File: config.mk
export PLATFORM = sky130hd
export DESIGN_NAME = mc_control_unit
export DESIGN_NICKNAME = d
export VERILOG_FILES = /design/src/rtl/mc_ctrl_pkg.sv /design/src/rtl/mc_alu_decoder.sv /design/src/rtl/mc_control_unit.sv
export SDC_FILE = /design/constraint.sdc
export NUM_CORES = 1
export LEC_CHECK = 0
export CORE_ASPECT_RATIO = 1.5
export CORE_MARGIN = 2
export CORE_UTILIZATION = 25
export DETAILED_ROUTE_END_ITERATION = 7
export MAX_ROUTING_LAYER = met4
export PLACE_DENSITY_LB_ADDON = 0.05
export SLEW_MARGIN = 20
export SYNTH_ARGS = -nofsm -noshare
export SYNTH_HDL_FRONTEND = slang
export SYNTH_SLANG_ARGS = --single-unit
export TNS_END_PERCENT = 10
File: constraint.sdc
create_clock -name clk -period 2.5 [get_ports clk]
set_input_delay 0.5 -clock clk [delete_from_list [all_inputs] [get_ports clk]]
set_output_delay 0.5 -clock clk [all_outputs]
set_load 0.01 [all_outputs]
File: src/rtl/mc_ctrl_pkg.sv
// Shared encodings for the multicycle RISC-V control unit: states, opcodes,
// ALU control codes, ALUSrcB selectors and instruction classes.
package mc_ctrl_pkg;

    localparam int unsigned STATE_W = 4;
    localparam int unsigned ALUC_W  = 4;
    localparam int unsigned CLS_W   = 3;

    typedef enum logic [STATE_W-1:0] {
        S_FETCH  = 4'd0,
        S_DECODE = 4'd1,
        S_MEMADR = 4'd2,
        S_MEMRD  = 4'd3,
        S_WB_MEM = 4'd4,
        S_MEMWR  = 4'd5,
        S_EXEC_R = 4'd6,
        S_EXEC_I = 4'd7,
        S_WB_ALU = 4'd8,
        S_BRANCH = 4'd9,
        S_HALT   = 4'd10
    } state_t;

    localparam logic [6:0] OP_LW = 7'b0000011;
    localparam logic [6:0] OP_SW = 7'b0100011;
    localparam logic [6:0] OP_R  = 7'b0110011;
    localparam logic [6:0] OP_I  = 7'b0010011;
    localparam logic [6:0] OP_BR = 7'b1100011;

    localparam logic [ALUC_W-1:0] ALU_AND = 4'b0000;
    localparam logic [ALUC_W-1:0] ALU_OR  = 4'b0001;
    localparam logic [ALUC_W-1:0] ALU_ADD = 4'b0010;
    localparam logic [ALUC_W-1:0] ALU_SUB = 4'b0110;

    localparam logic [1:0] SRCB_REG  = 2'b00;
    localparam logic [1:0] SRCB_FOUR = 2'b01;
    localparam logic [1:0] SRCB_IMM  = 2'b10;

    localparam logic [CLS_W-1:0] CLS_MEM  = 3'd0;
    localparam logic [CLS_W-1:0] CLS_R    = 3'd1;
    localparam logic [CLS_W-1:0] CLS_I    = 3'd2;
    localparam logic [CLS_W-1:0] CLS_BR   = 3'd3;
    localparam logic [CLS_W-1:0] CLS_NONE = 3'd4;

    // Coarse instruction class from the opcode field.
    function automatic logic [CLS_W-1:0] op_class(input logic [6:0] op);
        case (op)
            OP_LW, OP_SW: return CLS_MEM;
            OP_R:         return CLS_R;
            OP_I:         return CLS_I;
            OP_BR:        return CLS_BR;
            default:      return CLS_NONE;
        endcase
    endfunction

endpackage

File: src/rtl/mc_alu_decoder.sv
// Combinational funct decoder: ALU operation and legality for each instruction class.
module mc_alu_decoder
    import mc_ctrl_pkg::*;
(
    input  logic [2:0] cls,
    input  logic [2:0] funct3,
    input  logic [6:0] funct7,
    output logic [3:0] alu_ctrl,
    output logic       illegal
);

    always_comb begin
        alu_ctrl = ALU_ADD;
        illegal  = 1'b0;
        case (cls)
            CLS_MEM: illegal = (funct3 != 3'b010);
            CLS_BR: begin
                alu_ctrl = ALU_SUB;
                illegal  = (funct3 != 3'b000);
            end
            CLS_R: begin
                case (funct3)
                    3'b000: begin
                        if (funct7 == 7'b0100000) alu_ctrl = ALU_SUB;
                        else if (funct7 != 7'b0000000) illegal = 1'b1;
                    end
                    3'b111: begin
                        alu_ctrl = ALU_AND;
                        illegal  = (funct7 != 7'b0000000);
                    end
                    3'b110: begin
                        alu_ctrl = ALU_OR;
                        illegal  = (funct7 != 7'b0000000);
                    end
                    default: illegal = 1'b1;
                endcase
            end
            CLS_I: begin
                case (funct3)
                    3'b000:  alu_ctrl = ALU_ADD;
                    3'b111:  alu_ctrl = ALU_AND;
                    3'b110:  alu_ctrl = ALU_OR;
                    default: illegal = 1'b1;
                endcase
            end
            default: illegal = 1'b1;
        endcase
    end

endmodule

File: src/rtl/mc_control_unit.sv
// Multicycle RISC-V control FSM with retired-instruction counter.
// Define ILLEGAL_HALT_EN to trap illegal instructions in a sticky HALT state.
module mc_control_unit
    import mc_ctrl_pkg::*;
#(
    parameter int unsigned RETIRE_W = 32
) (
    input  logic                clk,
    input  logic                reset,
    input  logic [31:0]         inst,
    input  logic                zero,
    output logic                PCWrite,
    output logic                IorD,
    output logic                MemRead,
    output logic                MemWrite,
    output logic                IRWrite,
    output logic                MemtoReg,
    output logic                RegWrite,
    output logic                ALUSrcA,
    output logic                PCSource,
    output logic [1:0]          ALUSrcB,
    output logic [3:0]          ALUControl,
    output logic [3:0]          state,
    output logic                instr_done,
    output logic [RETIRE_W-1:0] retired,
    output logic                halt
);

    state_t           state_r;
    logic [CLS_W-1:0] cls;
    logic [3:0]       funct_alu;
    logic             illegal;
    logic             unused_inst_bits;

    assign cls              = op_class(inst[6:0]);
    assign unused_inst_bits = ^{inst[24:15], inst[11:7]};
    assign state            = state_r;

    mc_alu_decoder u_alu_decoder (
        .cls      (cls),
        .funct3   (inst[14:12]),
        .funct7   (inst[31:25]),
        .alu_ctrl (funct_alu),
        .illegal  (illegal)
    );

    // State register, next-state selection and retired counter.
    always_ff @(posedge clk) begin
        if (reset) begin
            state_r <= S_FETCH;
            retired <= '0;
        end else begin
            if (instr_done) retired <= retired + RETIRE_W'(1);
            case (state_r)
                S_FETCH: state_r <= S_DECODE;
                S_DECODE: begin
                    if (illegal) begin
`ifdef ILLEGAL_HALT_EN
                        state_r <= S_HALT;
`else
                        state_r <= S_FETCH;
`endif
                    end else begin
                        case (cls)
                            CLS_MEM: state_r <= S_MEMADR;
                            CLS_R:   state_r <= S_EXEC_R;
                            CLS_I:   state_r <= S_EXEC_I;
                            default: state_r <= S_BRANCH;
                        endcase
                    end
                end
                S_MEMADR: state_r <= (inst[6:0] == OP_LW) ? S_MEMRD : S_MEMWR;
                S_MEMRD:  state_r <= S_WB_MEM;
                S_EXEC_R: state_r <= S_WB_ALU;
                S_EXEC_I: state_r <= S_WB_ALU;
`ifdef ILLEGAL_HALT_EN
                S_HALT:   state_r <= S_HALT;
`endif
                default:  state_r <= S_FETCH;
            endcase
        end
    end

    // Datapath controls decoded from the state register; reset masks every enable.
    always_comb begin
        PCWrite    = 1'b0;
        IorD       = 1'b0;
        MemRead    = 1'b0;
        MemWrite   = 1'b0;
        IRWrite    = 1'b0;
        MemtoReg   = 1'b0;
        RegWrite   = 1'b0;
        ALUSrcA    = 1'b0;
        PCSource   = 1'b0;
        ALUSrcB    = SRCB_REG;
        ALUControl = ALU_ADD;
        instr_done = 1'b0;
        case (state_r)
            S_FETCH: begin
                MemRead = 1'b1;
                IRWrite = 1'b1;
                ALUSrcB = SRCB_FOUR;
            end
            S_DECODE: begin
                PCWrite  = 1'b1;
                PCSource = 1'b1;
                ALUSrcB  = SRCB_IMM;
            end
            S_MEMADR: begin
                ALUSrcA = 1'b1;
                ALUSrcB = SRCB_IMM;
            end
            S_MEMRD: begin
                MemRead = 1'b1;
                IorD    = 1'b1;
            end
            S_WB_MEM: begin
                RegWrite   = 1'b1;
                MemtoReg   = 1'b1;
                instr_done = 1'b1;
            end
            S_MEMWR: begin
                MemWrite   = 1'b1;
                IorD       = 1'b1;
                instr_done = 1'b1;
            end
            S_EXEC_R: begin
                ALUSrcA    = 1'b1;
                ALUControl = funct_alu;
            end
            S_EXEC_I: begin
                ALUSrcA    = 1'b1;
                ALUSrcB    = SRCB_IMM;
                ALUControl = funct_alu;
            end
            S_WB_ALU: begin
                RegWrite   = 1'b1;
                instr_done = 1'b1;
            end
            S_BRANCH: begin
                ALUSrcA    = 1'b1;
                ALUControl = ALU_SUB;
                PCSource   = 1'b1;
                PCWrite    = zero;
                instr_done = 1'b1;
            end
            default: ;
        endcase
        if (reset) begin
            PCWrite    = 1'b0;
            MemRead    = 1'b0;
            MemWrite   = 1'b0;
            IRWrite    = 1'b0;
            RegWrite   = 1'b0;
            instr_done = 1'b0;
        end
    end

`ifdef ILLEGAL_HALT_EN
    assign halt = (state_r == S_HALT) && !reset;
`else
    assign halt = 1'b0;
`endif

endmodule

==> run summary, run 1 <==
outcome = finished, final reports clean
crit path time final = 2.45 ns
pwr/cell area = 400 nW/um2
net switching power = 277 uW
initial antenna violation count = 0
sequential power share = 0.448
Post-DP Area = 3050 um2
Mapped Cells = 251
critical-path cell list = clkdlybuf4s50_1 -> nor4bb_2 -> buf_4 -> and3b_2 -> nand3_1 -> nor2_1 -> clkdlybuf4s15_2
CTS root buf = clkbuf_16
htree depth = 2
most frequent cells in the layout = 64 x clkdlybuf4s50_1, 36 x dfxtp_1, 33 x buf_4, 26 x a21oi_1
Post-Synth Simple-Gate Area = 0.354
# IOs = 88
grt met2 use = 0.261
skew final = 0.00350 ns
distinct cell type count after synthesis = 44
post-synthesis compound-gate area fraction = 0.190
Final Wtd Congestion = 0.758
RSZ-0062 raised after global routing = yes
Post-Route WL = 6130 um
hold_ws = 0.483 ns
Fin Setup TNS = 0 ns
Antenna Nets Post-Route = 0
Final Setup Violations = 0
Worst Setup Path Type = primary input to primary output
r2r setup slk = 0.58 ns
Clock Sinks = 36
post-DP HPWL = 4630 um
largest net degree at the start of global routing = 33
CTS tree = yes
DR WL/cell = 13.5 um
met1 Track Usage GR = 0.153
clock tree buffer depth = 2
routed via count = 2272
Critical Path Fanout Max = 3
vias per cell = 5.02
core area = 7960 um2
class of the worst hold path = flop to flop
Yosys top cell by area = dfxtp_1
Top Usage Layer GRT = met2
synth warn = 0
ys async rst share = 0
commonest non-fill, non-tap cell in the layout = clkdlybuf4s50_1
first-pass GRT wire length = 10100 um
area share of fa/ha/maj cells after synthesis = 0.00614
CTS Buf Count = 5
initial drt markers = 66
die height = 115 um
Total GRT Usage = 0.142
Post-synth EDFFs = 0
Synth top area share = 0.354
CTS Hold Buffers Added = 0
Seq/Total Area, Yosys = 0.354
clock network fraction of design power = 0.455
main combinational cell family by area after synthesis = simple AND/OR/NAND/NOR gates
Slew Limit Fails = 0
fin area = 3210 um2
critical path arrival = 1.95 ns
Overflow after GRT = 0
switch share = 0.215
IO Port Bufs = 70
Site Rows = 40
leading post-synthesis cells by cell area = dfxtp_1 35%, a21oi_1 6.4%, o31ai_1 5.9%
GRT met3 Usage = 0.0229
Largest stage delay, worst path = 0.45 ns
Syn-to-layout area delta = 57.6%
maximum operating frequency = 0.408 GHz
Hold Violations, Final = 0
DRC viols = 0
xor-xnor portion of the synthesized cell area = 0.0473
multiplexer share of the synthesized area = 0
Max Cap Viol = 0
Worst-Skew Late Latency = 0.27 ns
Leakage = 0.00108 uW
Avg Cell Area, Syn = 8.12 um2
share of cells above drive strength 1 = 0.155
DRT Pass-1 Iters = 4
NumNets Final = 384
CP Launch Type = primary input
period utilization = 0.981
synthesized flop and latch total = 36
worst IR drop on VDD = 0.271 mV
Die Area = 8900 um2
Int Power = 1010 uW
CP required = 2.00 ns
Clk pin slew, worst setup/hold paths = 0.05 ns
fillers = 823
slowest CP cell = clkdlybuf4s50_1
Primary FF master, synth = dfxtp_1
Initial Util = 0.256
post-synthesis cell area = 2040 um2
Gate power share = 0.096
vias in the first global route = 2169
diode count = 0
CP Capture Type = primary output
Die Width = 77.7 um
## per-stage QoR
stage               cells  power, uW  setup WS (ns)  utilization
global placement      446        714         -0.382        0.383
floorplan             252        633          0.328            -
finish                453       1290         0.0485        0.403
global route          453       1350        -0.0595        0.403
CTS                   453       1310        -0.0382        0.401
detailed placement    446        714         -0.412        0.383
## logic make-up (layout without fill, tap and decap cells)
family / after synthesis / after routing
AOI/OAI and AO/OA: 62 / 62
DFF: 36 / 36
xor gates and xnor gates: 11 / 11
and+or+nand+nor: 119 / 119
other: 1 / 2
adders and majority gates: 1 / 1
buffers and inverters: 21 / 117
## repair_timing
action	4_1_cts	5_1_grt
pin swaps	0	1
buffers inserted	0	0
endpoints found under the setup margin	7	6
gates resized for setup	11	6
## flip-flops by register name, summed over array words and instances (netlist names)
signal	flops
retired	32
state	4
## worst max-delay path, delay by kind of cell
| kind | cells | cell delay [ns] |
|---|---|---|
| and+or+nand+nor | 4 | 0.61 |
| buffers and inverters | 3 | 0.84 |
## Yosys cell counts, types with 2 or more instances
cell      number
and2_2         2
nor3_1         5
nand3_1       15
nor3b_1        3
buf_4          2
o21ai_0       13
inv_1          7
and2_1         2
o31ai_1       16
nor4b_1        2
and3_1         2
xor2_1         7
nand2_1       15
nor2_1        15
clkbuf_1      10
nor4_1         2
and4_1         6
xnor2_1        4
or3_1          8
dfxtp_1       36
nand2b_1       4
nor2b_1        2
nand4_1       12
or4_1         16
a21oi_1       26
## power groups by stage
stage,sequential (uW),clock [uW],combinational (uW)
finish,576,585,124
global route,576,636,135
CTS,576,610,125
detailed placement,589,0,126
global placement,589,0,126
floorplan,590,0,43.2
## cell type report
| cell class | count | area (um2) | area share |
|---|---|---|---|
| Clock inverter | 1 | 5.00 | 0.00156 |
| Inverter | 7 | 26.3 | 0.00818 |
| Timing Repair Buffer | 103 | 943 | 0.294 |
| Tap cell | 105 | 131 | 0.0409 |
| Clock buffer | 6 | 129 | 0.0401 |
| Sequential cell | 36 | 721 | 0.224 |
| Multi-Input combinational cell | 195 | 1250 | 0.391 |
## path summary, 6_finish.rpt
path               startpoint            end  depth (start not counted)
setup / recovery      inst[0]  ALUControl[0]                          7
hold / removal    retired[31]    retired[31]                          2
setup reg to reg     state[1]    retired[21]                          6
hold reg to reg   retired[31]    retired[31]                          2
## per-layer routing
| layer | up-vias | part of all wire |
|---|---|---|
| li1 | 1152 | - |
| met4 | 0 | 0.012 |
| met5 | - | 0 |
| met2 | 52 | 0.53 |
| met3 | 6 | 0.034 |
| met1 | 1062 | 0.42 |
Power figures use the tool's default switching activity.
==> inputs of run 2 (changes only) <==
Settings changed: CORE_ASPECT_RATIO 1.5 to not set, CORE_MARGIN 2 to not set.
==> run 2 against run 1 <==
Effect of this change:
- flip-flop and latch count did not move
- clock skew rose by 0.0083 ns
- count of clock-buffer cells in the layout fell by 1
- first-iteration DRC count down 20%
- global-route usage up 0.79 points
==> run summary, run 2 (synthesis gave the netlist of run 1 again) <==
Die Area = 8510 um2
Initial Util = 0.261
Die Width = 92.3 um
htree depth = 2
outcome = finished, final reports clean
min-delay src = retired[31]
RSZ-0062 raised after global routing = yes
CP Capture Type = primary output
CTS tree = yes
IO Port Bufs = 70
Total GRT Usage = 0.150
Post-DP Area = 3030 um2
vias per cell = 4.97
DRT Pass-1 Iters = 4
vias in the first global route = 2101
worst IR drop on VDD = 0.256 mV
crit path time final = 2.42 ns
Clock Sinks = 36
# IOs = 88
Slew Limit Fails = 0
Max Cap Viol = 0
Hold Path Sink = retired[31]
r2r setup slk = 0.62 ns
clock tree buffer depth = 2
Setup Buffers After CTS = 0
pwr/cell area = 355 nW/um2
critical-path cell list = clkdlybuf4s50_1 -> or4_4 -> nor3_2 -> a21oi_1 -> o21ai_1 -> buf_2
largest net degree at the start of global routing = 33
Final Setup Violations = 0
post-DP HPWL = 4380 um
Critical Path Fanout Max = 2
Clk pin slew, worst setup/hold paths = 0.08 ns
period utilization = 0.968
Reg area = 723 um2
fillers = 850
CP Launch Type = primary input
Syn-to-layout area delta = 54.5%
commonest non-fill, non-tap cell in the layout = clkdlybuf4s50_1
Site Rows = 32
Crit Reg-Reg Endpoint = retired[21]
total power = 1120 uW
skew final = 0.0118 ns
Worst-Skew Late Latency = 0.29 ns
Antenna Nets Post-Route = 0
Leakage = 0.00107 uW
Final Wtd Congestion = 0.725
routed via count = 2233
RR Startpoint = state[1]
hold-critical path depth = 2
NumNets Final = 382
first-pass GRT wire length = 10000 um
Post-Route WL = 5910 um
CTS root buf = clkbuf_8
most frequent cells in the layout = 64 x clkdlybuf4s50_1, 34 x dfxtp_1, 32 x buf_4, 26 x a21oi_1
area of the multi-input gates = 1260 um2
diode count = 0
die height = 92.3 um
Hold Violations, Final = 0
core area = 7810 um2
class of the worst hold path = flop to flop
max reg flops = 32
Overflow after GRT = 0
Worst Setup Path Type = primary input to primary output
CTS Buf Count = 5
Largest stage delay, worst path = 0.54 ns
R2R cell count = 6
initial drt markers = 53
critical path arrival = 1.92 ns
post-layout util = 0.403
maximum operating frequency = 0.413 GHz
CP required = 2.00 ns
slowest CP cell = or4_4
fin area = 3150 um2
DR WL/cell = 13.2 um
DRC viols = 0
Top reg by flops = retired
initial antenna violation count = 0
share of cells above drive strength 1 = 0.164
-- run 2: cell type report --
| cell class | instances | area share |
|---|---|---|
| clock inverter | 3 | 0.00596 |
| clock buffer | 5 | 0.0219 |
| sequential | 36 | 0.230 |
| tap | 102 | 0.0406 |
| multi-input combinational | 195 | 0.401 |
| timing repair buffer | 101 | 0.293 |
| inverter | 7 | 0.00835 |
-- run 2: power by group --
part | total [uW] | switching, uW | internal (uW)
Sequential | 575 | 1.23 | 574
Combinational | 125 | 53.0 | 71.7
Clock | 417 | 222 | 194
Total | 1120 | 276 | 840
-- run 2: worst max-delay path, delay by kind of cell --
kind                   cells  cell delay, ns
and+or+nand+nor            2            0.66
AOI/OAI and AO/OA          2            0.21
buffers and inverters      2            0.55
-- run 2: routing by layer --
metal  up-vias  track usage  wire length, um
met1      1036        0.206             3100
met2        48        0.221             2500
li1       1145            -                -
met4         0       0.0430               55
met3         4       0.0323              244
met5         -            -                0
-- run 2: how the worst max path moves through the flow --
stage | slack (ns) | start | cells past startpoint | endpoint
after floorplan | 0.33 | state[3] | 4 | RegWrite
after global placement | -0.42 | inst[28] | 6 | ALUControl[2]
after detailed placement | -0.43 | inst[28] | 6 | ALUControl[2]
after CTS | -0.11 | state[3] | 4 | RegWrite
after global routing | -0.04 | state[3] | 4 | RegWrite
final | 0.08 | inst[28] | 6 | ALUControl[2]
-- run 2: per-stage QoR --
step                      setup TNS, ns  setup WS, ns  hold WS (ns)  std cells
after floorplan                       0         0.328         0.496        252
after global placement            -1.34        -0.423         0.469        441
after detailed placement          -1.28        -0.432         0.474        441
after CTS                        -0.207        -0.112         0.486        449
after global routing            -0.0663       -0.0406         0.512        449
final                                 0        0.0805         0.483        449
-- run 2: what timing repair did --
| item | in CTS | in global routing |
|---|---|---|
| setup endpoints to repair | 7 | 5 |
| gates resized for setup | 12 | 8 |
| pin swaps | 1 | 2 |
| hold buffers | 0 | 0 |
